<file path="src/rtl/nibble_serial_adder_if.sv">
// rtl/nibble_serial_adder_if.sv - operand/result handshake bundle for nibble_serial_adder
// Optional macro: SUBTRACT_EN adds the sub request line.
// Signals:
//   in_valid/in_ready   operand handshake (a, b, c_in, sub)
//   out_valid/out_ready result handshake (sum, c_out, ovf)
//   busy                high while the adder is stepping nibbles
// Modports: master = upstream/downstream side, slave = the adder.
interface nibble_serial_adder_if #(
  parameter int WIDTH = 16
);
  logic             in_valid;
  logic             in_ready;
  logic [WIDTH-1:0] a;
  logic [WIDTH-1:0] b;
  logic             c_in;
`ifdef SUBTRACT_EN
  logic             sub;
`endif
  logic             out_valid;
  logic             out_ready;
  logic [WIDTH-1:0] sum;
  logic             c_out;
  logic             ovf;
  logic             busy;

  modport master (
`ifdef SUBTRACT_EN
    output sub,
`endif
    output in_valid, a, b, c_in, out_ready,
    input  in_ready, out_valid, sum, c_out, ovf, busy
  );

  modport slave (
`ifdef SUBTRACT_EN
    input  sub,
`endif
    input  in_valid, a, b, c_in, out_ready,
    output in_ready, out_valid, sum, c_out, ovf, busy
  );
endinterface

</file>
<file path="src/rtl/nibble_serial_adder.sv">
// rtl/nibble_serial_adder.sv - multi-cycle WIDTH-bit adder stepping one 4-bit CLA slice per clock
// Optional macro: SUBTRACT_EN (sub=1 at accept computes a-b).
// Ports:
//   clk  rising-edge clock
//   rst  asynchronous active-high reset
//   bus  nibble_serial_adder_if.slave: in_valid/in_ready/a/b/c_in[/sub],
//        out_valid/out_ready/sum/c_out/ovf, busy
// WIDTH must be a multiple of 4 and at least 4.

// 4-bit carry-lookahead slice.
module CLA_4_bit (
  input  logic [3:0] a,
  input  logic [3:0] b,
  input  logic       c_in,
  output logic [3:0] sum,
  output logic       c_out
);
  logic [3:0] g;
  logic [3:0] p;
  logic [4:0] c;

  assign g = a & b;
  assign p = a ^ b;

  assign c[0] = c_in;
  assign c[1] = g[0] | (p[0] & c_in);
  assign c[2] = g[1] | (p[1] & g[0]) | (p[1] & p[0] & c_in);
  assign c[3] = g[2] | (p[2] & g[1]) | (p[2] & p[1] & g[0]) | (p[2] & p[1] & p[0] & c_in);
  assign c[4] = g[3] | (p[3] & g[2]) | (p[3] & p[2] & g[1]) | (p[3] & p[2] & p[1] & g[0])
              | (p[3] & p[2] & p[1] & p[0] & c_in);

  assign sum   = p ^ c[3:0];
  assign c_out = c[4];
endmodule

module nibble_serial_adder #(
  parameter int WIDTH = 16
) (
  input  logic                 clk,
  input  logic                 rst,
  nibble_serial_adder_if.slave bus
);
  localparam int NIB  = WIDTH / 4;
  localparam int IDXW = (NIB > 1) ? $clog2(NIB) : 1;
  localparam logic [IDXW-1:0] LAST_IDX = IDXW'(NIB - 1);

  typedef enum logic [1:0] {
    IDLE = 2'd0,
    RUN  = 2'd1,
    DONE = 2'd2
  } state_t;

  state_t           state;
  logic [WIDTH-1:0] op_a;
  logic [WIDTH-1:0] op_b;     // already inverted for subtraction
  logic             carry;
  logic [IDXW-1:0]  idx;
  logic [WIDTH-1:0] sum_r;
  logic             c_out_r;
  logic             ovf_r;
  logic             in_ready_r;
  logic             busy_r;
  logic             out_valid_r;

  logic [IDXW+1:0]  nib_base;
  logic [3:0]       a_nib;
  logic [3:0]       b_nib;
  logic [3:0]       slice_sum;
  logic             slice_c_out;
  logic [WIDTH-1:0] b_eff;
  logic             c_eff;

  assign nib_base = {idx, 2'b00};
  assign a_nib    = op_a[nib_base +: 4];
  assign b_nib    = op_b[nib_base +: 4];

  CLA_4_bit u_slice (
    .a     (a_nib),
    .b     (b_nib),
    .c_in  (carry),
    .sum   (slice_sum),
    .c_out (slice_c_out)
  );

  // Subtraction is a + ~b + 1, so the slice never needs to know about it.
`ifdef SUBTRACT_EN
  assign b_eff = bus.sub ? ~bus.b : bus.b;
  assign c_eff = bus.sub ? 1'b1 : bus.c_in;
`else
  assign b_eff = bus.b;
  assign c_eff = bus.c_in;
`endif

  always_ff @(posedge clk or posedge rst) begin
    if (rst) begin
      state       <= IDLE;
      op_a        <= '0;
      op_b        <= '0;
      carry       <= 1'b0;
      idx         <= '0;
      sum_r       <= '0;
      c_out_r     <= 1'b0;
      ovf_r       <= 1'b0;
      in_ready_r  <= 1'b1;
      busy_r      <= 1'b0;
      out_valid_r <= 1'b0;
    end else begin
      case (state)
        IDLE: begin
          // in_ready is high exactly in IDLE, so in_valid alone completes the handshake
          if (bus.in_valid) begin
            op_a       <= bus.a;
            op_b       <= b_eff;
            carry      <= c_eff;
            idx        <= '0;
            sum_r      <= '0;
            state      <= RUN;
            in_ready_r <= 1'b0;
            busy_r     <= 1'b1;
          end
        end
        RUN: begin
          sum_r[nib_base +: 4] <= slice_sum;
          carry                <= slice_c_out;
          idx                  <= idx + 1'b1;
          if (idx == LAST_IDX) begin
            c_out_r     <= slice_c_out;
            // Same-sign operands with a result of the other sign overflowed.
            ovf_r       <= (op_a[WIDTH-1] == op_b[WIDTH-1]) && (slice_sum[3] != op_a[WIDTH-1]);
            state       <= DONE;
            busy_r      <= 1'b0;
            out_valid_r <= 1'b1;
          end
        end
        DONE: begin
          if (bus.out_ready) begin
            state       <= IDLE;
            out_valid_r <= 1'b0;
            in_ready_r  <= 1'b1;
          end
        end
        default: begin
          state       <= IDLE;
          in_ready_r  <= 1'b1;
          busy_r      <= 1'b0;
          out_valid_r <= 1'b0;
        end
      endcase
    end
  end

  assign bus.in_ready  = in_ready_r;
  assign bus.busy      = busy_r;
  assign bus.out_valid = out_valid_r;
  assign bus.sum       = sum_r;
  assign bus.c_out     = c_out_r;
  assign bus.ovf       = ovf_r;
endmodule

</file>
<file path="src/flat_wrapper.sv">
// flat-port wrapper written by rule: the top's interface ports become plain ports
module nibble_serial_adder_flat 
#(
  parameter int WIDTH = 16
)
  (clk, rst, bus_in_valid, bus_a, bus_b, bus_c_in, bus_out_ready, bus_in_ready, bus_out_valid, bus_sum, bus_c_out, bus_ovf, bus_busy);
  nibble_serial_adder_if #(.WIDTH(WIDTH)) bus_i ();
  input  logic clk;
  input  logic rst;
  input wire logic [$bits(bus_i.in_valid)-1:0] bus_in_valid;
  input wire logic [$bits(bus_i.a)-1:0] bus_a;
  input wire logic [$bits(bus_i.b)-1:0] bus_b;
  input wire logic [$bits(bus_i.c_in)-1:0] bus_c_in;
  input wire logic [$bits(bus_i.out_ready)-1:0] bus_out_ready;
  output wire logic [$bits(bus_i.in_ready)-1:0] bus_in_ready;
  output wire logic [$bits(bus_i.out_valid)-1:0] bus_out_valid;
  output wire logic [$bits(bus_i.sum)-1:0] bus_sum;
  output wire logic [$bits(bus_i.c_out)-1:0] bus_c_out;
  output wire logic [$bits(bus_i.ovf)-1:0] bus_ovf;
  output wire logic [$bits(bus_i.busy)-1:0] bus_busy;
  assign bus_i.in_valid = bus_in_valid;
  assign bus_i.a = bus_a;
  assign bus_i.b = bus_b;
  assign bus_i.c_in = bus_c_in;
  assign bus_i.out_ready = bus_out_ready;
  assign bus_in_ready = bus_i.in_ready;
  assign bus_out_valid = bus_i.out_valid;
  assign bus_sum = bus_i.sum;
  assign bus_c_out = bus_i.c_out;
  assign bus_ovf = bus_i.ovf;
  assign bus_busy = bus_i.busy;
  nibble_serial_adder #(.WIDTH(WIDTH)) u_core (.clk(clk), .rst(rst), .bus(bus_i));
endmodule
</file>
<file path="config.mk">
export PLATFORM = sky130hd
export DESIGN_NAME = nibble_serial_adder_flat
export DESIGN_NICKNAME = d
export VERILOG_FILES = /design/src/rtl/nibble_serial_adder_if.sv /design/src/rtl/nibble_serial_adder.sv /design/src/flat_wrapper.sv
export SDC_FILE = /design/constraint.sdc
export NUM_CORES = 1
export LEC_CHECK = 0
export ABC_AREA = 1
export CAP_MARGIN = 30
export CORE_UTILIZATION = 45
export CTS_BUF_LIST = sky130_fd_sc_hd__clkbuf_4 sky130_fd_sc_hd__clkbuf_8
export CTS_CLUSTER_DIAMETER = 200
export DETAILED_ROUTE_END_ITERATION = 10
export PLACE_DENSITY_LB_ADDON = 0.3
export SLEW_MARGIN = 25
export SYNTH_ARGS = -nofsm -noshare
export SYNTH_HDL_FRONTEND = slang
export SYNTH_HIERARCHICAL = 1
export SYNTH_SLANG_ARGS = --single-unit
</file>
<file path="constraint.sdc">
create_clock -name clk -period 2.5 [get_ports clk]
set_input_delay 0.5 -clock clk [delete_from_list [all_inputs] [get_ports clk]]
set_output_delay 0.5 -clock clk [all_outputs]
set_load 0.1 [all_outputs]
</file>
== Word-level counts from Yosys, hierarchy flattened ==
Cells that the tools add are included.

* Register bits: 58
* Output and inout port bits: 21
* Bits of input ports: 37
* Word-level logic and storage cells: 87

* Mux-type cells: 20
* Reduce and logical (&&, ||, !) cells: 10
* Bitwise gates (word level): 32
* Shifts and indexed selects: 4
* Add/sub/neg operators: 2
* Equal/unequal tests: 8

{| class="wikitable"
|+ Operator list
! cell !! number
|-
| $pmux 16 s2 || 1
|-
| $shiftx 16x5->4 || 2
|-
| $and 1x1->1 || 16
|-
| $bwmux 16 || 1
|-
| $mux 16 || 1
|-
| $shift 4x6->16 const A || 1
|-
| $shiftx 4x6->16 || 1
|-
| $reduce_and 3->1 || 4
|-
| $or 1x1->1 || 10
|-
| $pmux 1 s3 || 3
|-
| $mux 2 || 4
|-
| $xor 4x4->4 || 2
|-
| $mux 1 || 7
|-
| $neg 4->6 || 1
|-
| $pmux 2 s3 || 1
|-
| $reduce_and 2->1 || 3
|-
| $and 4x4->4 || 1
|-
| $eq 2x2->1 const B || 2
|-
| $ne 2x2->1 const B || 2
|-
| $pmux 2 s2 || 1
|-
| $not 1->1 || 3
|-
| $add 2x1->2 const B || 1
|-
| $eq 2x1->1 const B || 1
|-
| $logic_not 2->1 || 1
|-
| other kinds (6) || 6
|}

== Depth between registers and ports, before layout ==
* Depth after elaboration: 10
* Gate-level depth with buffers: 16
* Gate-level depth less buffers: 15

== Hierarchy ==
Netlist, hierarchy kept.

{| class="wikitable"
|+ By module, submodules not included
! module !! times used !! area an instance (µm²) !! sequential area each (µm²) !! cells each
|-
| nibble_serial_adder || 1 || 2630.0 || 1452.6 || 319
|-
| CLA_4_bit || 1 || 188.9 || 0.0 || 31
|}

== Least setup slack after synthesis ==
Ideal clock, no wire load.

* Kind: register to register
* Start: register u_core.idx[0]
* End: register u_core.sum_r[7] (netlist: u_core/bus.sum[7])
* Data arrival time: 2.108 ns
* Path buffers: 1
* Data required time: 2.417 ns
* Clock period less this slack: 2.191 ns
* Stages on the path, launching flop included: 14
* Setup slack: 0.309 ns
* Setup time: 0.083 ns
* Path through: dfrtp_1 clkinv_1 buf_2 nor2_1 o22ai_1 ha_1 or2_0 nand2_1 nand3_1 nand2_1 inv_1 nor2_1 nand2_1 o21ai_0

* Cells in the longest elaborated chain, start to end: 10
* Elaborated cells between the ends (all ways): 25
* Classes of those cells: add/sub (1); shift (4); mux (2); bitwise (18)

{| class="wikitable"
|+ Ends and longest elaborated chain
! item !! line !! source
|-
| start: declaration || nibble_serial_adder.sv:57 || <nowiki>logic [IDXW-1:0] idx;</nowiki>
|-
| start signal: assignment || nibble_serial_adder.sv:125 || <nowiki>idx <= idx + 1'b1;</nowiki>
|-
| $shiftx 16x5->4 * || nibble_serial_adder.sv:74 || <nowiki>assign a_nib = op_a[nib_base +: 4];</nowiki>
|-
| via u_core.a_nib[2] || nibble_serial_adder.sv:66 || <nowiki>logic [3:0] a_nib;</nowiki>
|-
| $xor 4x4->4 || nibble_serial_adder.sv:23 || <nowiki>assign p = a ^ b;</nowiki>
|-
| $and 1x1->1 || nibble_serial_adder.sv:28 || <nowiki>assign c[3] = g[2] | (p[2] & g[1]) | (p[2] & p[1] & g[0]) | (p[2] & p[1] & p[0] & c_in);</nowiki>
|-
| $or 1x1->1 or $and 1x1->1 (tied branches) (2 in series) || nibble_serial_adder.sv:28 ||
|-
| $or 1x1->1 * || nibble_serial_adder.sv:28 ||
|-
| $xor 4x4->4 * || nibble_serial_adder.sv:32 || <nowiki>assign sum = p ^ c[3:0];</nowiki>
|-
| via u_core.slice_sum[3] || nibble_serial_adder.sv:68 || <nowiki>logic [3:0] slice_sum;</nowiki>
|-
| $shiftx 4x6->16 * || nibble_serial_adder.sv:123 || <nowiki>sum_r[nib_base +: 4] <= slice_sum;</nowiki>
|-
| $bwmux 16 * || nibble_serial_adder.sv:123 ||
|-
| $pmux 16 s2 * || nibble_serial_adder.sv:108 || <nowiki>case (state)</nowiki>
|-
| end signal: indexed assignment || nibble_serial_adder.sv:123 ||
|-
| end: declaration || nibble_serial_adder.sv:58 || <nowiki>logic [WIDTH-1:0] sum_r;</nowiki>
|}

Mark *: on every way through the listed nets, which the timed path passes. The rest lies on a longest branch.
A chain may end at the register's enable or synchronous reset.

== Worst setup path in the final report ==
* Start: register u_core.idx[0]
* End: register u_core.sum_r[15] (netlist: u_core/bus.sum[15])

* Cells in the longest elaborated chain, start to end: 10
* Elaborated cells between the ends (all ways): 25
* Classes of those cells: add/sub (1); shift (4); mux (2); bitwise (18)

{| class="wikitable"
|+ Ends and longest elaborated chain
! item !! line !! source
|-
| $shiftx 16x5->4 * || nibble_serial_adder.sv:75 || <nowiki>assign b_nib = op_b[nib_base +: 4];</nowiki>
|-
| via u_core.b_nib[2] || nibble_serial_adder.sv:67 || <nowiki>logic [3:0] b_nib;</nowiki>
|-
| $xor 4x4->4 || nibble_serial_adder.sv:23 ||
|-
| $and 1x1->1 || nibble_serial_adder.sv:28 ||
|-
| $or 1x1->1 or $and 1x1->1 (tied branches) (2 in series) || nibble_serial_adder.sv:28 ||
|-
| $or 1x1->1 * || nibble_serial_adder.sv:28 ||
|-
| $xor 4x4->4 * || nibble_serial_adder.sv:32 ||
|-
| via u_core.slice_sum[3] || nibble_serial_adder.sv:68 ||
|-
| $shiftx 4x6->16 * || nibble_serial_adder.sv:123 ||
|-
| $bwmux 16 * || nibble_serial_adder.sv:123 ||
|-
| $pmux 16 s2 * || nibble_serial_adder.sv:108 ||
|}

Marks and branches as above.

==> results.json <==
{
  "port_buffers": 57,
  "grt-ovfl-total": 0,
  "dp_hpwl_microns": 4330,
  "maxSlewViolCount": 0,
  "path_max_fanout": 7,
  "yosys-top-cells-count": "nand2_1, dfrtp_1, nand3_1, o21ai_0, nor2_1",
  "period_share_pct": 92.0,
  "antenna_cells": 0,
  "nNetsFinal": 464,
  "synth_area_sq_um": 2820,
  "crit_path_start_kind": "flip-flop",
  "die-area_sq_um": 6580,
  "fillers": 552,
  "synth-main-ff-cell": "dfrtp_1",
  "synth_top_area_cell": "dfrtp_1",
  "postSynthCellCount": 350,
  "worst_pin_slew_ns": 0.505,
  "top_layer_used": "met4",
  "synth_top_area_share_pct": 50.6,
  "holdBufCountCts": 0,
  "crit_type": "reg -> reg",
  "clkLatencyLatePin_ns": 0.33,
  "routed_wl_microns": 6270,
  "chipHeight_microns": 81.1,
  "wl_per_cell_microns": 12.6,
  "die_x_microns": 81.1,
  "firstDrtPassIters": 4,
  "synth-seq-cells": 58,
  "finalSetupViolCount": 0,
  "vias_per_cell": 5.06,
  "hp-class": "reg -> reg",
  "drv.max_cap_violation_count": 0,
  "worst_ep_arrival_time_ns": 2.55,
  "yosys.cell_count.top_type": "nand2_1",
  "cp_slowest_cell": "dfrtp_2",
  "setup_ws_ns": 0.199,
  "clk_path_buf_depth": 2,
  "met1_length_microns": 2790,
  "r2r_slack_ns": 0.20,
  "cts_root_buf": "clkbuf_8",
  "wl_met2_microns": 3020,
  "yosys-top-cells-area": "dfrtp_1, nand2_1, nand3_1",
  "status": "finished clean",
  "path_cells": "clkinvlp_4, o21ai_0, o22ai_1, ha_1, or2_0, nand2_1, nand3_1, nand2_1, inv_1, nor2_1, nand2_1, o21ai_0",
  "yosysSeqAreaShare_pct": 51.5,
  "hold_ws_ns": 0.471,
  "grt_max_degree": 35,
  "row_count": 28,
  "cp-end-kind": "flip-flop",
  "htree_levels": 3,
  "async_flop_share_pct": 100,
  "layout-drive-gt1-share_pct": 14.0,
  "placed_cell_area_sq_um": 3410,
  "antenna_found_initial": 0,
  "slowest_delay_ns": 0.46,
  "vias": 2508,
  "finalHoldViolCount": 0,
  "syn_avg_cell_area_sq_um": 8.05,
  "skew_ns": 0.00626,
  "area_growth_pct": 29.2,
  "rsz0062_at_grt": "no",
  "netlist-cell-type-count": 26,
  "finalSetupTns_ns": 0,
  "clk_pin_slew_ns": 0.06,
  "crit_path_frequent_cell": "nand2_1",
  "drtAntennaViolNets": 0,
  "grt_pass1_wl_microns": 10400,
  "place_ws_ns": 0.0876,
  "design_area_sq_um": 3640,
  "post-route-drc-count": 0,
  "place.gp.congestion": 0.889,
  "drt_iter0_drc": 193,
  "grt_pass1_vias": 2405,
  "relSlewSlack_pct": 66.3,
  "cts_tree": "yes",
  "clock_sinks": 58,
  "wl_met3_microns": 343,
  "fin_crit_ns": 2.30,
  "yosys_warnings": 6,
  "synth_edf_count": 0,
  "start_util_pct": 47.1,
  "io_pins": 58,
  "cts_buffers": 9,
  "core_area_sq_um": 5990,
  "grtUsageTotal_pct": 20.9,
  "timing.fmax_ghz": 0.435,
  "crit_required_ns": 2.75,
  "synth_fp_nets": 398
}
## flip-flops by register name, summed over array words and instances, names as in the netlist, 2 cells and up
name            flops
u_core/bus.sum     16
u_core/idx          2
u_core/op_a        16
u_core/op_b        16
u_core/state        2
## cells in the final DEF, fill, tap and decap left out, types with 2 or more instances in the layout
master	n
clkdlybuf4s50_1	36
nand2_2	2
ha_1	10
nor2_1	24
clkbuf_4	2
nor2_2	2
o22ai_1	7
nand3b_1	2
clkbuf_8	12
nand4_1	2
nand3_1	30
clkinv_2	2
nand2_1	143
clkinvlp_4	2
buf_4	28
dfrtp_1	56
o21ai_0	28
inv_2	3
inv_1	18
## cell type report
class / count / area, sq um / share of cell area [%]
flip-flops and latches: 58 / 1450 / 39.9
multi-input cells: 258 / 1220 / 33.5
repair buffers: 65 / 586 / 16.1
clock buffers: 14 / 180 / 4.95
well taps: 75 / 93.8 / 2.58
inverters: 23 / 90.1 / 2.47
clock inverters: 2 / 10.0 / 0.275
repair inverters: 1 / 7.51 / 0.206
## final timing paths
check	to	cells after the start	startpoint
worst max register to register	u_core/bus.sum[15]	12	u_core/idx[0]
min in group asynchronous	u_core/state[1]	3	rst
worst max-delay path	u_core/bus.sum[15]	12	u_core/idx[0]
worst min register to register	u_core/bus.busy	2	u_core/bus.busy
worst min-delay path	u_core/bus.busy	2	u_core/bus.busy
max in group asynchronous	u_core/bus.in_ready	3	rst
## logic make-up (layout without fill, tap and decap cells)
logic type,after synthesis,count (layout),synth area share (%)
flip-flops,58,58,51.5
adder cells (fa/ha/maj),11,11,5.15
buffers and inverters,34,105,5.37
XOR/XNOR,1,1,0.311
AND/OR/NAND/NOR,208,208,30.4
AO/OA/AOI/OAI,38,38,7.19
## per-layer routing
metal	vias to the layer above	track usage (%)
li1	1245	-
met1	1190	26.2
met2	63	34.8
met3	10	4.16
met4	0	9.29
met5	-	0
## critical path: cells and delay by family, from the launching register on
family	cells	cell delay, ns
and+or+nand+nor	6	0.68
AOI/OAI and AO/OA	3	0.48
DFF	1	0.46
adders and majority gates	1	0.34
buffers and inverters	2	0.24
## timing repair
item / CTS / global route
endpoints found under the setup margin: 0 / 10
gates resized for setup: 0 / 6
buffers inserted: 0 / 2
## through the flow
stage / utilization, % / instances
CTS: 60.1 / 493
detailed placement: 56.9 / 477
finish: 60.8 / 496
global route: 60.8 / 496
floorplan: - / 350
global placement: 56.9 / 477
Power is not shown: default switching activity piles up to over one toggle a cycle in this logic, so the estimate is an artifact.
